[src/rtl/det_sched.sv]
// det_sched: run-length detector time-shared between two serial channels.
// Optional build macro DET_SCHED_SLOT_LIMIT_EN caps each grant at 8 sampled bits.
module det_sched (
    input  logic [0:0]  KEY,
    input  logic [8:0]  SW,
    output logic [2:0]  LEDG,
    output logic [17:0] LEDR
);
    typedef enum logic [1:0] {IDLE = 2'b00, RUN = 2'b01, SWITCH = 2'b10} state_t;

    logic       clk, rst, d0, d1, r0, r1;
    logic [3:0] n;
    state_t     state, nxt;
    logic       grant, ptr, prev, z;
    logic [3:0] run, scnt, neff, nrun;
    logic [7:0] c0, c1;
    logic       bit_g, req_g, hit, last;

    assign clk   = KEY[0];
    assign rst   = SW[0];
    assign d0    = SW[1];
    assign d1    = SW[2];
    assign r0    = SW[3];
    assign r1    = SW[4];
    assign n     = SW[8:5];
    assign neff  = n < 4'd2 ? 4'd2 : n;
    assign bit_g = grant ? d1 : d0;
    assign req_g = grant ? r1 : r0;
    assign nrun  = (scnt == 4'd0 || bit_g != prev) ? 4'd1 : (run == 4'd15 ? 4'd15 : run + 4'd1);
    assign hit   = nrun >= neff;
`ifdef DET_SCHED_SLOT_LIMIT_EN
    assign last  = scnt == 4'd7;
`else
    assign last  = 1'b0;
`endif

    // state register
    always_ff @(posedge clk)
        state <= rst ? IDLE : nxt;

    // next state: grant ends when its request drops or the slot fills
    always_comb
        nxt = state == IDLE ? ((r0 | r1) ? RUN : IDLE) :
              state == RUN  ? ((!req_g || last) ? SWITCH : RUN) : IDLE;

    // grant, pointer, run tracking, detection flag and counters
    always_ff @(posedge clk) begin
        if (rst) begin
            grant <= 1'b0;
            ptr   <= 1'b1;
            prev  <= 1'b0;
            z     <= 1'b0;
            run   <= 4'd0;
            scnt  <= 4'd0;
            c0    <= 8'd0;
            c1    <= 8'd0;
        end else begin
            z <= 1'b0;
            case (state)
                IDLE: if (r0 | r1) begin
                    grant <= (r0 & r1) ? ~ptr : r1;
                    run   <= 4'd0;
                    scnt  <= 4'd0;
                end
                RUN: if (req_g) begin
                    run  <= nrun;
                    prev <= bit_g;
                    scnt <= scnt + {3'b000, scnt != 4'd15};
                    z    <= hit;
                    if (hit && !grant && c0 != 8'hff) c0 <= c0 + 8'd1;
                    if (hit && grant && c1 != 8'hff) c1 <= c1 + 8'd1;
                end
                SWITCH: ptr <= grant;
                default: ;
            endcase
        end
    end

    // outputs
    always_comb begin
        LEDG = {state == RUN, grant, z};
        LEDR = {state, c1, c0};
    end
endmodule

[config.mk]
export PLATFORM = sky130hd
export DESIGN_NAME = det_sched
export DESIGN_NICKNAME = d
export VERILOG_FILES = /design/src/rtl/det_sched.sv
export SDC_FILE = /design/constraint.sdc
export NUM_CORES = 1
export LEC_CHECK = 0
export CAP_MARGIN = 20
export CORE_MARGIN = 4
export CORE_UTILIZATION = 25
export CTS_CLUSTER_DIAMETER = 120
export DETAILED_ROUTE_END_ITERATION = 7
export PLACE_DENSITY = 0.52
export SETUP_SLACK_MARGIN = 0.3
export SLEW_MARGIN = 20
export SYNTH_ARGS = -nofsm -noshare
export SYNTH_HDL_FRONTEND = slang
export SYNTH_SLANG_ARGS = --single-unit
[constraint.sdc]
create_clock -name KEY -period 2.88 [get_ports KEY]
set_input_delay 0.576 -clock KEY [delete_from_list [all_inputs] [get_ports KEY]]
set_output_delay 0.576 -clock KEY [all_outputs]
set_load 0.02 [all_outputs]
==> results of run 1 <==
synth_stat cells, types with 2 or more instances:
library cell,number
a211oi_1,3
a21oi_1,5
and3_1,3
buf_2,2
buf_4,4
clkbuf_1,3
dfxtp_1,30
ha_1,9
inv_1,7
mux2_2,3
mux2i_1,5
nand2_1,14
nand2b_1,2
nand3_1,8
nand4_1,6
nor2_1,25
nor2b_1,4
nor3_1,5
nor3_2,2
nor4_1,8
o21ai_0,2
o31a_1,2
o31ai_1,2
xnor2_1,9
xor2_1,3
stage by stage:
stage,setup slack [ns],cell area [um^2]
after detailed placement,-0.322,2170
after global placement,-0.261,2170
after CTS,0.244,2310
after global routing,0.181,2420
after floorplan,0.265,1760
final,0.334,2420
layout make-up:
| class | count | area, um^2 |
|---|---|---|
| clock inverter | 3 | 40.0 |
| timing repair buffer | 49 | 437 |
| tap | 77 | 96.3 |
| sequential | 30 | 604 |
| clock buffer | 5 | 68.8 |
| inverter | 7 | 26.3 |
| multi-input combinational | 142 | 1150 |
| fill | 666 | 4040 |
state kept, by name (all words and copies together), names as in the netlist:
register  flops
z             1
run           4
c0            8
ptr           1
state         2
c1            8
scnt          4
prev          1
grant         1
metal layers:
metal	vias to the layer above	part of all wire	wire [um]	global-route usage
met4	0	0.019	76	0.0497
met3	7	0.049	200	0.0309
met1	699	0.51	2070	0.141
li1	768	-	-	-
met5	-	0	0	0
met2	34	0.42	1700	0.155
what timing repair did:
action	4_1_cts	5_1_grt
endpoints found under the setup margin	17	16
buffers inserted	4	4
gates resized for setup	12	12
pin swaps	7	15
power by group through the flow:
stage / clock, mW / sequential, mW / combinational [mW]
floorplan: 0 / 0.441 / 0.0729
global placement: 0 / 0.441 / 0.118
detailed placement: 0 / 0.441 / 0.118
CTS: 0.445 / 0.432 / 0.123
global route: 0.465 / 0.433 / 0.147
finish: 0.430 / 0.432 / 0.133
worst min-delay path, cell delays in order (launching register included):
cell and delay, ns:
dfxtp_1 0.33, mux2i_1 0.07, nand2_1 0.05
final timing paths:
kind | start | to | slack, ns | cells after the start
worst max-delay path | grant | c1[6] | 0.33 | 12
worst min register to register | ptr | ptr | 0.48 | 2
worst min-delay path | ptr | ptr | 0.48 | 2
worst max register to register | grant | c1[6] | 0.33 | 12
cell families after synthesis:
family / count (synthesis)
AO/OA/AOI/OAI: 26
XOR/XNOR: 12
adder cells (fa/ha/maj): 9
buffers and inverters: 16
flip-flops: 30
multiplexers: 8
AND/OR/NAND/NOR: 87
==> reports/metrics.cfg, run 1 <==
[yosys]
synth-async-reset-ratio=0
synth_compound_area_frac=0.132
ys_ff_latch=30
synthXorXnorAreaFrac=0.0625
synth-seq-area-share=0.357
synth_warnings=0
postSynthCellCount=188
synth-edff-count=0
synth_top_area_cell=dfxtp_1
synth_ff_type=dfxtp_1
synth_top_family_by_area=simple AND/OR/NAND/NOR gates
synth_area_per_cell_um2=8.95
syn_nets=207
synth_cell_types=47
yosys.area_share.simple=0.286
yosysTopAreaCellShare=0.357
synthTopCellsByArea=dfxtp_1, ha_1, nor2_1, xnor2_1, nand2_1
synth_fa_ha_area_frac=0.0669
syn_area_um2=1680
synthMuxAreaShare=0.0498

[sta]
hold_viol=0
fin_crit_sh=0.884
setup_viol=0
timing.fmax_mhz=393
finalMaxSlewViolations=0
final.setup.tns_ns=0
finalHoldWorstSlack_ns=0.483
slew_headroom=0.708
skew_ns=0.00572
rsz0062_at_grt=yes
min_period_ns=2.55
worst_pin_slew_ns=0.437

[clock_network]
cts_tree=built
clk_pin_slew_ns=0.07
root_buffer=clkbuf_8
cts_sinks=30
clk_latency_ns=0.29
cts_inserted_buffers=5
cts_max_level=2
cts.hold.buffers_added=0
cts_buffer_depth=2

[final_layout]
diodes=0
drive_gt1_frac=0.254
final_nets=254
post-route-util=0.375
layout_commonest_cell=dfxtp_1
syn_to_final_growth_pct=43.8
final_cells=313
mostFrequentLayoutCells=dfxtp_1, clkdlybuf4s50_1, nor2_1

[floorplanning]
dieArea_um2=8110
rows=29
die_x_um=90.0
core_um2=6460
start_util=0.261
die_h_um=90.0
ioPinCount=31

[global_routing]
grt_usage=0.105
antenna_found_initial=0
grt_overflow=0
grt_pass1_vias=1464
grt_pass1_wl_um=6980
grt_max_degree=25

[worst_setup_path]
path_class=reg2reg
path_buf_inv=2
path_cells=mux2i_4, xor2_2, o41ai_4, nor2_2, ha_1, nand2b_4, a2111oi_4, buf_4, buf_6, nor4_2, xnor2_1, nor2_1
max_stage_delay_ns=0.38
critPathRequiredTime_ns=3.06
endpoint_kind=flip-flop
crit_path_top_delay_cell=dfxtp_4
start_kind=flip-flop
worstPathMaxFanout=6
cpLargestDelayFamily=compound AO/OA/AOI/OAI gates
arrival_ns=2.73

[power]
p_leak_nw=0.893
clockPowerShare=0.432
swShare=0.255
power.density_nw_per_um2=411
seqPwrFrac=0.434
p_switching_mw=0.254
total_power_mw=0.995
p_int_mw=0.742
ir_drop_mv=0.231
pwr-share-comb=0.134

[placement]
gp_congestion=0.759
dpl.hpwl_um=2870
dp.cells=297
port-buffer-count=30

[route]
wl_um=4050
vias=1508
vias_per_cell=4.82
wl_per_cell_um=12.9
ant_nets=0
drt_iter0_drc=54
dr.pass1.iters=4
drc_errors=0

[job]
maxCapViolCount=0

[run_status]
status=finished, final reports clean

[worst_hold_path]
hold_path_class=reg2reg

(Power assumes the default switching activity.)
==> run 2, diff against run 1 <==
- ABC_AREA: not set -> 1
- MAX_ROUTING_LAYER: not set -> met4
- PLACE_DENSITY: 0.52 -> 0.51
- SKIP_LAST_GASP: not set -> 1
==> run 2 against run 1 <==
Effect of this change:
- clock skew is 0.0054 ns higher
- hold slack better by 0.0045 ns
- sequential cell count is the same
- sequential share of layout area grew 0.85 points
- largest cell class unchanged
- largest power group unchanged
==> reports/metrics.cfg, run 2 <==
[run_status]
status=finished, final reports clean

[sta]
skew_ns=0.0111  ; +0.00542 ns
fin_ws_ns=0.521  ; +0.187 ns
worst_pin_slew_ns=0.527  ; +0.0900 ns
finalMaxSlewViolations=0  ; unchanged
timing.fmax_mhz=424  ; +7.9%
fin_crit_sh=0.819  ; -0.0649
final.setup.tns_ns=0  ; unchanged
hold_viol=0  ; unchanged
finalHoldWorstSlack_ns=0.487  ; +0.00445 ns
setup_viol=0  ; unchanged
min_period_ns=2.36  ; -0.187 ns
slew_headroom=0.648  ; -0.0594
rsz0062_at_grt=no

[final_layout]
drive_gt1_frac=0.113  ; -0.141
reg_top3=c0 x8, c1 x8
diodes=0  ; unchanged
post-route-util=0.339  ; -0.0360
mostFrequentLayoutCells=nand2_1, inv_1, nor2_1, dfxtp_1, clkdlybuf4s50_1
final_cells=397  ; +27%
final_nets=319  ; +26%
layout_commonest_cell=nand2_1
syn_to_final_growth_pct=30.0
final_cell_area_um2=2330  ; -3.9%

[yosys]
yosysTopAreaCellShare=0.336  ; -0.0212
ys_ff_latch=30  ; unchanged
synth-async-reset-ratio=0  ; unchanged
synth_top_area_cell=dfxtp_1
synthTopCellsByArea=dfxtp_1, nand2_1, inv_1, nor2_1, ha_1
synth_commonest_cells=nand2_1, inv_1, nor2_1, dfxtp_1, a21oi_1
synth_ff_type=dfxtp_1
synth-seq-area-share=0.336  ; -0.0212
synth_warnings=0  ; unchanged
synth-edff-count=0  ; unchanged
synth_area_per_cell_um2=6.78  ; -24%
synth_cell_types=31  ; -34%
yosysMostFrequentCell=nand2_1
syn_nets=283  ; +37%
postSynthCellCount=264  ; +40%
syn_area_um2=1790  ; +6.3%

[clock_network]
root_buffer=clkbuf_8
cts_sinks=30  ; unchanged
clk_pin_slew_ns=0.07  ; about the same
cts_max_level=2  ; unchanged
cts_buffer_depth=2  ; unchanged
clk_latency_ns=0.29  ; about the same
cts_tree=built
cts.hold.buffers_added=0  ; unchanged
cts_inserted_buffers=5  ; unchanged

[floorplanning]
die_x_um=92.6  ; +2.8%
start_util=0.260  ; about the same
rows=30  ; +3.4%
die_h_um=92.6  ; +2.8%
ioPinCount=31  ; unchanged
dieArea_um2=8570  ; +5.8%
core_um2=6870  ; +6.4%

[worst_setup_path]
cpMostUsedCell=nand2_1
critPathRequiredTime_ns=3.06  ; about the same
endpoint=c1[6]
path_cells=clkdlybuf4s50_1, nand2_1, nand2_1, nand2_1, nand3_1, nor3_1, ha_1, nand4_1, nand3_4, nand3_2, nor3_1, nor2_1
path_class=in2reg
endpoint_kind=flip-flop
regToRegEndpoint=c1[6]
ff2ff_setup_slack_ns=0.71  ; +0.38 ns
reg2regPathDepth=16  ; +4
crit_start=SW[1]
worstPathMaxFanout=8  ; +2
arrival_ns=2.54  ; -0.19 ns
rr_startpoint=grant
crit_path_top_delay_cell=clkdlybuf4s50_1
start_kind=primary input
max_stage_delay_ns=0.45  ; +0.07 ns

[placement]
placed_cell_area_um2=2180  ; +0.52%
gp_congestion=0.793  ; +4.5%
pre_cts_ws_ns=0.111  ; +0.433 ns
dp.cells=387  ; +30%
dpl.hpwl_um=3240  ; +13%
port-buffer-count=30  ; unchanged

[global_routing]
grt_usage=0.108  ; +0.00294
grt_pass1_wl_um=7330  ; +5.0%
antenna_found_initial=0  ; unchanged
grt_overflow=0  ; unchanged
grt_max_degree=18  ; -28%
grt_pass1_vias=1614  ; +10%

[job]
maxCapViolCount=0  ; unchanged

[power]
p_leak_nw=0.972  ; +8.9%
power.density_nw_per_um2=409  ; -0.47%
total_power_mw=0.952  ; -4.3%
ir_drop_mv=0.205  ; -11%

[worst_hold_path]
hold_path_class=reg2reg
worstHoldPathCells=2  ; unchanged

[route]
vias_per_cell=4.39  ; -8.9%
wl_um=4210  ; +3.9%
drt_iter0_drc=37  ; -31%
drc_errors=0  ; unchanged
vias=1742  ; +16%
dr.pass1.iters=4  ; unchanged
ant_nets=0  ; unchanged
wl_per_cell_um=10.6  ; -18%

[run 2: cell count changes after synthesis, moves of 5 or more]
| cell | before | now |
|---|---|---|
| xnor2_1 | 9 | 0 |
| nor4_1 | 8 | 0 |
| inv_1 | 7 | 33 |
| nand4_1 | 6 | 14 |
| mux2i_1 | 5 | 0 |
| a21oi_1 | 5 | 20 |
| nand2_1 | 14 | 64 |
| nand3_1 | 8 | 16 |
| nor2_1 | 25 | 31 |
| o21ai_0 | 2 | 9 |
[run 2: power breakdown]
group	switching, mW	internal (mW)
Sequential	0.0118	0.426
Clock	0.174	0.192
Combinational	0.0890	0.0595
Total	0.275	0.678
[run 2: final cells by class]
type	instances	area, um^2
clock buffer	6	82.6
clock inverter	2	12.5
fill	761	4540
inverter	37	144
multi-input combinational	191	1020
sequential	30	601
tap	96	120
timing repair buffer	35	345
[run 2: how the worst min path moves through the flow]
| stage | from | endpoint | slack [ns] |
|---|---|---|---|
| finish | run[3] | run[3] | 0.49 |
| global route | ptr | ptr | 0.53 |
| CTS | run[3] | run[3] | 0.49 |
| detailed placement | run[3] | run[3] | 0.48 |
| global placement | run[3] | run[3] | 0.48 |
| floorplan | prev | prev | 0.46 |
[run 2: critical path: cells and delay by family]
kind          cells  cell delay (ns)
simple gates     10             1.18
fa+ha+maj         1             0.34
buf+inv           1             0.45
[run 2: cell families after synthesis]
group,after synthesis,synth area share
buf+inv,43,0.108
simple gates,145,0.375
xor+xnor,4,0.0196
compound gates,33,0.0993
flops,30,0.336
fa+ha+maj,9,0.0629
[run 2: metal layers]
metal,up-vias,wire length [um],track usage
met1,777,1990,0.129
met3,6,148,0.0260
met5,-,0,-
li1,929,-,-
met4,0,64,0.0446
met2,30,2010,0.175
[run 2: what timing repair did]
action / 4_1_cts / 5_1_grt
buffers inserted: 0 / 2
endpoints found under the hold margin: 0 / 0
setup endpoints to repair: 0 / 17
resized for setup: 0 / 8
==> run 3, diff against run 2 <==
- clock period: 2.88 -> 2.1 ns (I/O delays scaled with it)
==> run 3 against run 2 <==
Effect of this change:
- register-to-register slack got worse by 0.61 ns
- clock skew rose by 0.0041 ns
- final cell count rose by 5.0%
- sequential cell count did not move
- combinational power rose by 82%
- critical endpoint is now c1[4]
- die area did not move
- sequential power rose by 37%
- clock power rose by 100%
- global-route usage rose by 2.1 points
==> reports/metrics.cfg, run 3 (synthesis results as in run 2) <==
[run_status]
status=finished, final reports clean

[sta]
skew_ns=0.0152  ; +0.00410 ns
worst_pin_slew_ns=0.552  ; +0.0250 ns
fin_ws_ns=0.104  ; -0.417 ns
finalMaxSlewViolations=0  ; unchanged
rsz0062_at_grt=yes
fin_crit_sh=0.951
slew_headroom=0.632  ; -0.0163
finalHoldWorstSlack_ns=0.491  ; +0.00357 ns
setup_viol=0  ; unchanged
min_period_ns=2.00
hold_viol=0  ; unchanged
timing.fmax_mhz=501

[global_routing]
grt_overflow=0  ; unchanged
grt_usage=0.129  ; +0.0205
grt_pass1_wl_um=8680  ; +18%
grt_max_degree=14  ; -4
antenna_found_initial=0  ; unchanged
grt_pass1_vias=1889  ; +17%

[floorplanning]
dieArea_um2=8570  ; unchanged
start_util=0.260  ; unchanged
die_x_um=92.6  ; unchanged
core_um2=6870  ; unchanged
die_h_um=92.6  ; unchanged
ioPinCount=31  ; unchanged
rows=30  ; unchanged

[route]
vias=1906  ; +9.4%
ant_nets=0  ; unchanged
drc_errors=0  ; unchanged
dr.pass1.iters=4  ; unchanged
wl_per_cell_um=12.0  ; +14%
drt_iter0_drc=49  ; +32%
wl_um=5020  ; +19%
vias_per_cell=4.57  ; +4.2%

[placement]
dpl.hpwl_um=3370  ; +3.9%
placed_cell_area_um2=2310  ; +5.8%
gp_congestion=0.754  ; -5.0%
port-buffer-count=30  ; unchanged
pre_cts_ws_ns=-0.519  ; -0.630 ns

[final_layout]
reg_top3=c0 x8, c1 x8
diodes=0  ; unchanged
final_cell_area_um2=2800  ; +20%
final_nets=339  ; +6.3%
drive_gt1_frac=0.302  ; +0.189
syn_to_final_growth_pct=56.5
fillers=708  ; -7.0%
layout_commonest_cell=nand2_1
mostFrequentLayoutCells=nand2_1, inv_1, nor2_1

[clock_network]
cts_tree=built
cts_max_level=2  ; unchanged
clk_pin_slew_ns=0.08  ; about the same
clk_latency_ns=0.29  ; about the same
cts.hold.buffers_added=0  ; unchanged
root_buffer=clkbuf_8
cts_inserted_buffers=5  ; unchanged
cts_buffer_depth=2  ; unchanged
cts_sinks=30  ; unchanged

[worst_setup_path]
arrival_ns=2.17  ; -0.37 ns
endpoint_kind=flip-flop
path_class=reg2reg
worstPathMaxFanout=8  ; unchanged
start_kind=flip-flop
critPathRequiredTime_ns=2.28  ; -0.78 ns

[power]
p_leak_nw=1.27  ; +30%
ir_drop_mv=0.344  ; +68%
power.density_nw_per_um2=577  ; +41%

[job]
maxCapViolCount=0  ; unchanged

[worst_hold_path]
hold_path_class=reg2reg

## run 3: layout make-up
| type | count | area (um^2) | area share |
|---|---|---|---|
| clock buffer | 6 | 82.6 | 0.0295 |
| clock inverter | 2 | 60.1 | 0.0214 |
| inverter | 37 | 146 | 0.0523 |
| multi-input combinational | 194 | 1300 | 0.463 |
| sequential | 30 | 616 | 0.220 |
| tap | 96 | 120 | 0.0429 |
| timing repair buffer | 52 | 478 | 0.171 |
## run 3: final timing paths
path	cells past startpoint	slack, ns	to	from
worst min-delay path	2	0.49	run[3]	run[3]
worst max-delay path	12	0.10	c1[4]	grant
worst min register to register	2	0.49	run[3]	run[3]
worst max register to register	12	0.10	c1[4]	grant
## run 3: metrics by stage
step | std cells | TNS [ns] | total power, mW | utilization
detailed placement | 397 | -7.94 | 0.831 | 0.336
global placement | 397 | -7.17 | 0.830 | 0.336
floorplan | 264 | 0 | 0.751 | -
finish | 417 | 0 | 1.61 | 0.408
CTS | 416 | 0 | 1.60 | 0.387
global route | 417 | -0.0249 | 1.69 | 0.408
## run 3: power by group
group / internal [mW] / leakage, nW / total, mW / switching [mW]
Clock: 0.507 / 0.0714 / 0.742 / 0.236
Sequential: 0.583 / 0.247 / 0.601 / 0.0174
Combinational: 0.108 / 0.948 / 0.271 / 0.164
## run 3: worst max-delay path: stages (launching register included)
cell,delay [ns]
dfxtp_4,0.37
inv_4,0.06
nand2_4,0.07
a21oi_2,0.18
nor2_4,0.07
nand2_2,0.07
inv_2,0.05
ha_4,0.26
nand4_1,0.20
nand3_4,0.20
nand3_4,0.16
o21ai_1,0.16
nor2_1,0.05
## run 3: repair_timing
item / 4_1_cts / 5_1_grt
buffers inserted: 8 / 1
gates resized for setup: 35 / 35
gates cloned: 3 / 0
pin swaps: 29 / 20
setup endpoints to repair: 21 / 23
## run 3: per-layer routing
| layer | vias to the layer above | wire, um | track usage |
|---|---|---|---|
| li1 | 988 | - | - |
| met1 | 876 | 2260 | 0.157 |
| met2 | 36 | 2510 | 0.211 |
| met3 | 6 | 160 | 0.0284 |
| met4 | 0 | 84 | 0.0421 |
| met5 | - | 0 | - |
==> RTL change 1: new RTL, settings of run 1 <==
The option `DET_SCHED_SLOT_LIMIT_EN` is turned on by a define.
--- a/src/rtl/det_sched.sv
+++ b/src/rtl/det_sched.sv
@@ -1,5 +1,7 @@
 // det_sched: run-length detector time-shared between two serial channels.
 // Optional build macro DET_SCHED_SLOT_LIMIT_EN caps each grant at 8 sampled bits.
+`define DET_SCHED_SLOT_LIMIT_EN
+
 module det_sched (
     input  logic [0:0]  KEY,
     input  logic [8:0]  SW,
Check against the original RTL: not equivalent (a bounded check fails within 10 cycles, from zero or initial values).
==> RTL change 1 against run 1 <==
- power is 0.73% lower
- final area about the same
- sequential cell count stayed put
- clock power decreased by 2%
- sequential share of layout area barely moved
- worst hold slack gained 27 ps
- worst setup slack worse by 150 ps
- synthesized cell count is 4.8% higher
- first-iteration DRC count up 22%
- die area increased by 0.81%
- synthesized area up 0.89%
- routed wire length up 1.2%
- non-clock buffer count stayed put
==> RTL change 1: results (changes against run 1) <==
Fmax = 0.371 GHz (-5.6%)
slowest CP cell = or4_4
GRT Util Overall = 10.8% (+0.23 points)
metal2 WL = 1810 um (+6.5%)
hold_ws = 509 ps (+26.8 ps)
LEAKAGE = 0.000860 uW (-3.7%)
sequential-to-total area share from yosys stat = 35.4% (-0.32 points)
peak per-stage delay on the critical path = 450 ps (+70 ps)
commonest cells in the netlist = 30 x dfxtp_1, 19 x a21oi_1, 18 x nor2_1
largest net degree at the start of global routing = 28 (+12%)
Sw Pwr = 246 uW (-2.9%)
Synth area leaders = dfxtp_1 35%, ha_1 6.6%, a21oi_1 5.6%
Post-Route WL = 4100 um (+1.2%)
Crit Reg-Reg Startpoint = scnt[1]
Yosys cell types = 46 (-2.1%)
DRT iter0 DRCs = 66 (+22%)
final-stage net count = 263 (+3.5%)
Most used DFF post-synth = dfxtp_1
M1 WL = 2140 um (+3.1%)
vias = 1,571 (+4.2%)
Synth Net Count = 216 (+4.3%)
first-pass GRT wire length = 7360 um (+5.5%)
pre-CTS WS = -509 ps (-187 ps)
status = finished, final reports clean
vias in the first global route = 1,626 (+11%)
WP data arrival = 2910 ps (+180 ps)
crit path from = SW[7]
==> RTL change 1: area by class of cell <==
cell class              count  area [sq um]
clock buffers               5          68.8
clock inverters             3          40.0
fillers                   658          4040
inverters                   8          35.0
multi-input cells         150          1130
flip-flops and latches     30           604
well taps                  77          96.3
repair buffers             49           443
==> RTL change 1: through the flow <==
stage	std cells	TNS (ps)	area, sq um
finish	322	0	2420
global route	322	0	2420
CTS	321	0	2340
detailed placement	307	-6410	2170
global placement	307	-6270	2170
floorplan	197	0	1760
==> RTL change 1: path summary, 6_finish.rpt <==
path	end	depth (start not counted)
worst min-delay path	run[3]	2
worst min register to register	run[3]	2
worst max register to register	c1[7]	9
worst max-delay path	c1[7]	9
==> RTL change 1: cells by family (layout without fill, tap and decap cells) <==
logic type      count (synthesis)  in the layout  synth area share (%)
xor+xnor                        3              3                  1.55
flops                          30             30                  35.4
mux                             4              4                  2.43
buf+inv                        17             65                  5.97
simple gates                   86             86                  29.4
compound gates                 48             48                  18.6
fa+ha+maj                       9              9                  6.63
==> RTL change 1: power groups by stage <==
stage / registers (uW) / logic [uW] / clock network [uW]
after floorplan: 445 / 75.9 / 0
after global placement: 443 / 129 / 0
after detailed placement: 443 / 130 / 0
after CTS: 433 / 132 / 442
after global routing: 435 / 149 / 455
final: 434 / 134 / 421
==> RTL change 1: layer usage <==
metal	vias up	track usage, %
met5	-	0
met4	0	3.95
met3	2	2.75
met2	25	16.5
met1	723	14.5
li1	821	-
==> RTL change 1: repair_timing <==
item	CTS	global route
pin swaps	22	14
buffers inserted	6	1
endpoints found under the setup margin	16	16
resized for setup	19	19
gates cloned	0	0
==> RTL change 2: new RTL, flow settings as in run 1 <==
Without the edit above. Put a register stage on the output `LEDR`, with the module's reset. The value now appears one clock later. The other outputs are not delayed to match.
--- a/src/rtl/det_sched.sv
+++ b/src/rtl/det_sched.sv
@@ -7,6 +7,8 @@
     output logic [17:0] LEDR
 );
     typedef enum logic [1:0] {IDLE = 2'b00, RUN = 2'b01, SWITCH = 2'b10} state_t;
+
+    logic [17:0] LEDR_d;
 
     logic       clk, rst, d0, d1, r0, r1;
     logic [3:0] n;
@@ -79,7 +81,15 @@
     // outputs
     always_comb begin
         LEDG = {state == RUN, grant, z};
-        LEDR = {state, c1, c0};
+        LEDR_d = {state, c1, c0};
     end
+    always_ff @(posedge clk) begin
+        if (rst) begin
+            LEDR <= '0;
+        end else begin
+            LEDR <= LEDR_d;
+        end
+    end
+
 endmodule
 
Check against the original RTL: not equivalent (Yosys sat finds a counterexample within 4 cycles, from zero or initial values).
==> RTL change 2 against run 1 <==
- clock power decreased by 3%
- sequential share of layout area increased by 7.2 points
- synthesized cell count increased by 25%
- synthesized area increased by 27%
- core utilization decreased by 1.3 points
- worst setup slack improved by 2.8 ps
- cell count increased by 23%
- final area increased by 23%
- routed wire length increased by 20%
- sequential cell count increased by 18
- power increased by 24%
- largest power group unchanged
- highest routed layer unchanged
==> RTL change 2: results (changes against run 1) <==
crit path max fanout = 7 (+1)
DRT iter0 DRCs = 31 (-43%)
delay-heaviest family, CP = simple AND/OR/NAND/NOR gates
Synth Net Count = 254 (+23%)
vias in the first global route = 1,707 (+17%)
LEAKAGE = 0.00112 uW (+26%)
relative slew slack = 62.9% (-7.9 points)
Vias per Instance = 4.68 (-2.9%)
Synth area leaders = dfxtp_1 45%, nor2b_1 5.8%, ha_1 5.3%
WP data arrival = 2770 ps (+40 ps)
Peak supply drop = 164 uV (-29%)
Yosys cell types = 45 (-4.3%)
GP Congestion = 0.840 (+11%)
pre-CTS WS = -342 ps (-19.6 ps)
largest net degree at the start of global routing = 30 (+20%)
Post-Route WL = 4870 um (+20%)
final std cells w/o fill = 384 (+23%)
status = finished, final reports clean
slowest CP cell = or4_1
Regs by FF count = LEDR (18), c0 (8), c1 (8)
mean post-synth cell area = 9.12 sq um (+1.9%)
peak per-stage delay on the critical path = 500 ps (+120 ps)
skew final = 5.73 ps (+0.0143 ps)
post-detail-place hpwl = 3420 um (+19%)
GRT Util Overall = 10.0% (-0.52 points)
fill cell count = 842 (+26%)
Clk pin slew, worst setup/hold paths = 90 ps (+20 ps)
hold_ws = 487 ps (+4.24 ps)
fraction of layout cells with a size suffix above 1 = 25.4% (about the same)
Crit Reg-Reg Endpoint = c0[2]
## RTL change 2: changes by cell type in the layout (fill, tap and decap cells not counted), moves of 4 or more
| cell | before | now |
|---|---|---|
| nor2b_1 | 4 | 18 |
| xnor2_1 | 9 | 0 |
| mux2_4 | 0 | 4 |
| dfxtp_1 | 29 | 47 |
| nor4_1 | 5 | 1 |
| a21oi_1 | 4 | 8 |
| buf_4 | 18 | 11 |
| o21ai_0 | 2 | 8 |
## RTL change 2: cells by family after synthesis
logic type      Yosys count  synth area share [%]
fa+ha+maj                 9                  5.25
mux                      11                  5.78
compound gates           33                  9.57
simple gates            118                  30.2
xor+xnor                  4                  1.63
buf+inv                  12                  2.68
flops                    48                  44.8
## RTL change 2: worst max-delay path by stage
| stage | endpoint | start | slack, ps | cells past startpoint |
|---|---|---|---|---|
| after floorplan | c1[4] | SW[2] | 330 | 10 |
| after global placement | c1[4] | SW[2] | -290 | 11 |
| after detailed placement | c0[6] | SW[2] | -340 | 12 |
| after CTS | c1[7] | grant | 300 | 11 |
| after global routing | c0[0] | grant | 160 | 12 |
| final | c0[2] | grant | 340 | 11 |
## RTL change 2: final cells by class
type	instances	area, sq um	area share (%)
Inverter	5	20.0	0.670
Clock buffer	6	82.6	2.76
Sequential cell	48	962	32.2
Clock inverter	1	8.76	0.293
Tap cell	105	131	4.40
Timing Repair Buffer	44	415	13.9
Multi-Input combinational cell	175	1370	45.8
## RTL change 2: metrics by stage
stage / cell area [sq um] / utilization, %
floorplan: 2150 / -
global placement: 2630 / 31.8
detailed placement: 2630 / 31.8
CTS: 2880 / 34.9
global route: 2990 / 36.2
finish: 2990 / 36.2
## RTL change 2: repair_timing
action                                  CTS  global route
endpoints found under the setup margin   17            15
pin swaps                                17             9
gates resized for setup                  38            20
hold buffers                              0             0
gates cloned                              0             0
setup buffers                             4             0
## RTL change 2: power by group
group / total, uW / switching [uW] / leakage (uW) / internal, uW
clock: 416 / 225 / 0.0000473 / 192
sequential: 681 / 9.10 / 0.000388 / 672
combinational: 134 / 74.2 / 0.000687 / 59.7
## RTL change 2: worst register-to-register path: stages (launching register included)
cell      delay (ps)
dfxtp_2          360
mux2i_2          250
xor2_1           240
nand2b_1         170
buf_6            160
nor3_4           150
ha_4             180
nand2b_4         140
buf_6            110
nand2_4           70
or4_1            500
a21oi_1          140
## RTL change 2: metal layers
metal  vias up  routed length (um)  GRT usage, %
met2        32                2220          15.6
met3         6                 155          2.15
li1        920                   -             -
met5         -                   0             0
met4         0                  95          4.25
met1       838                2400          13.3
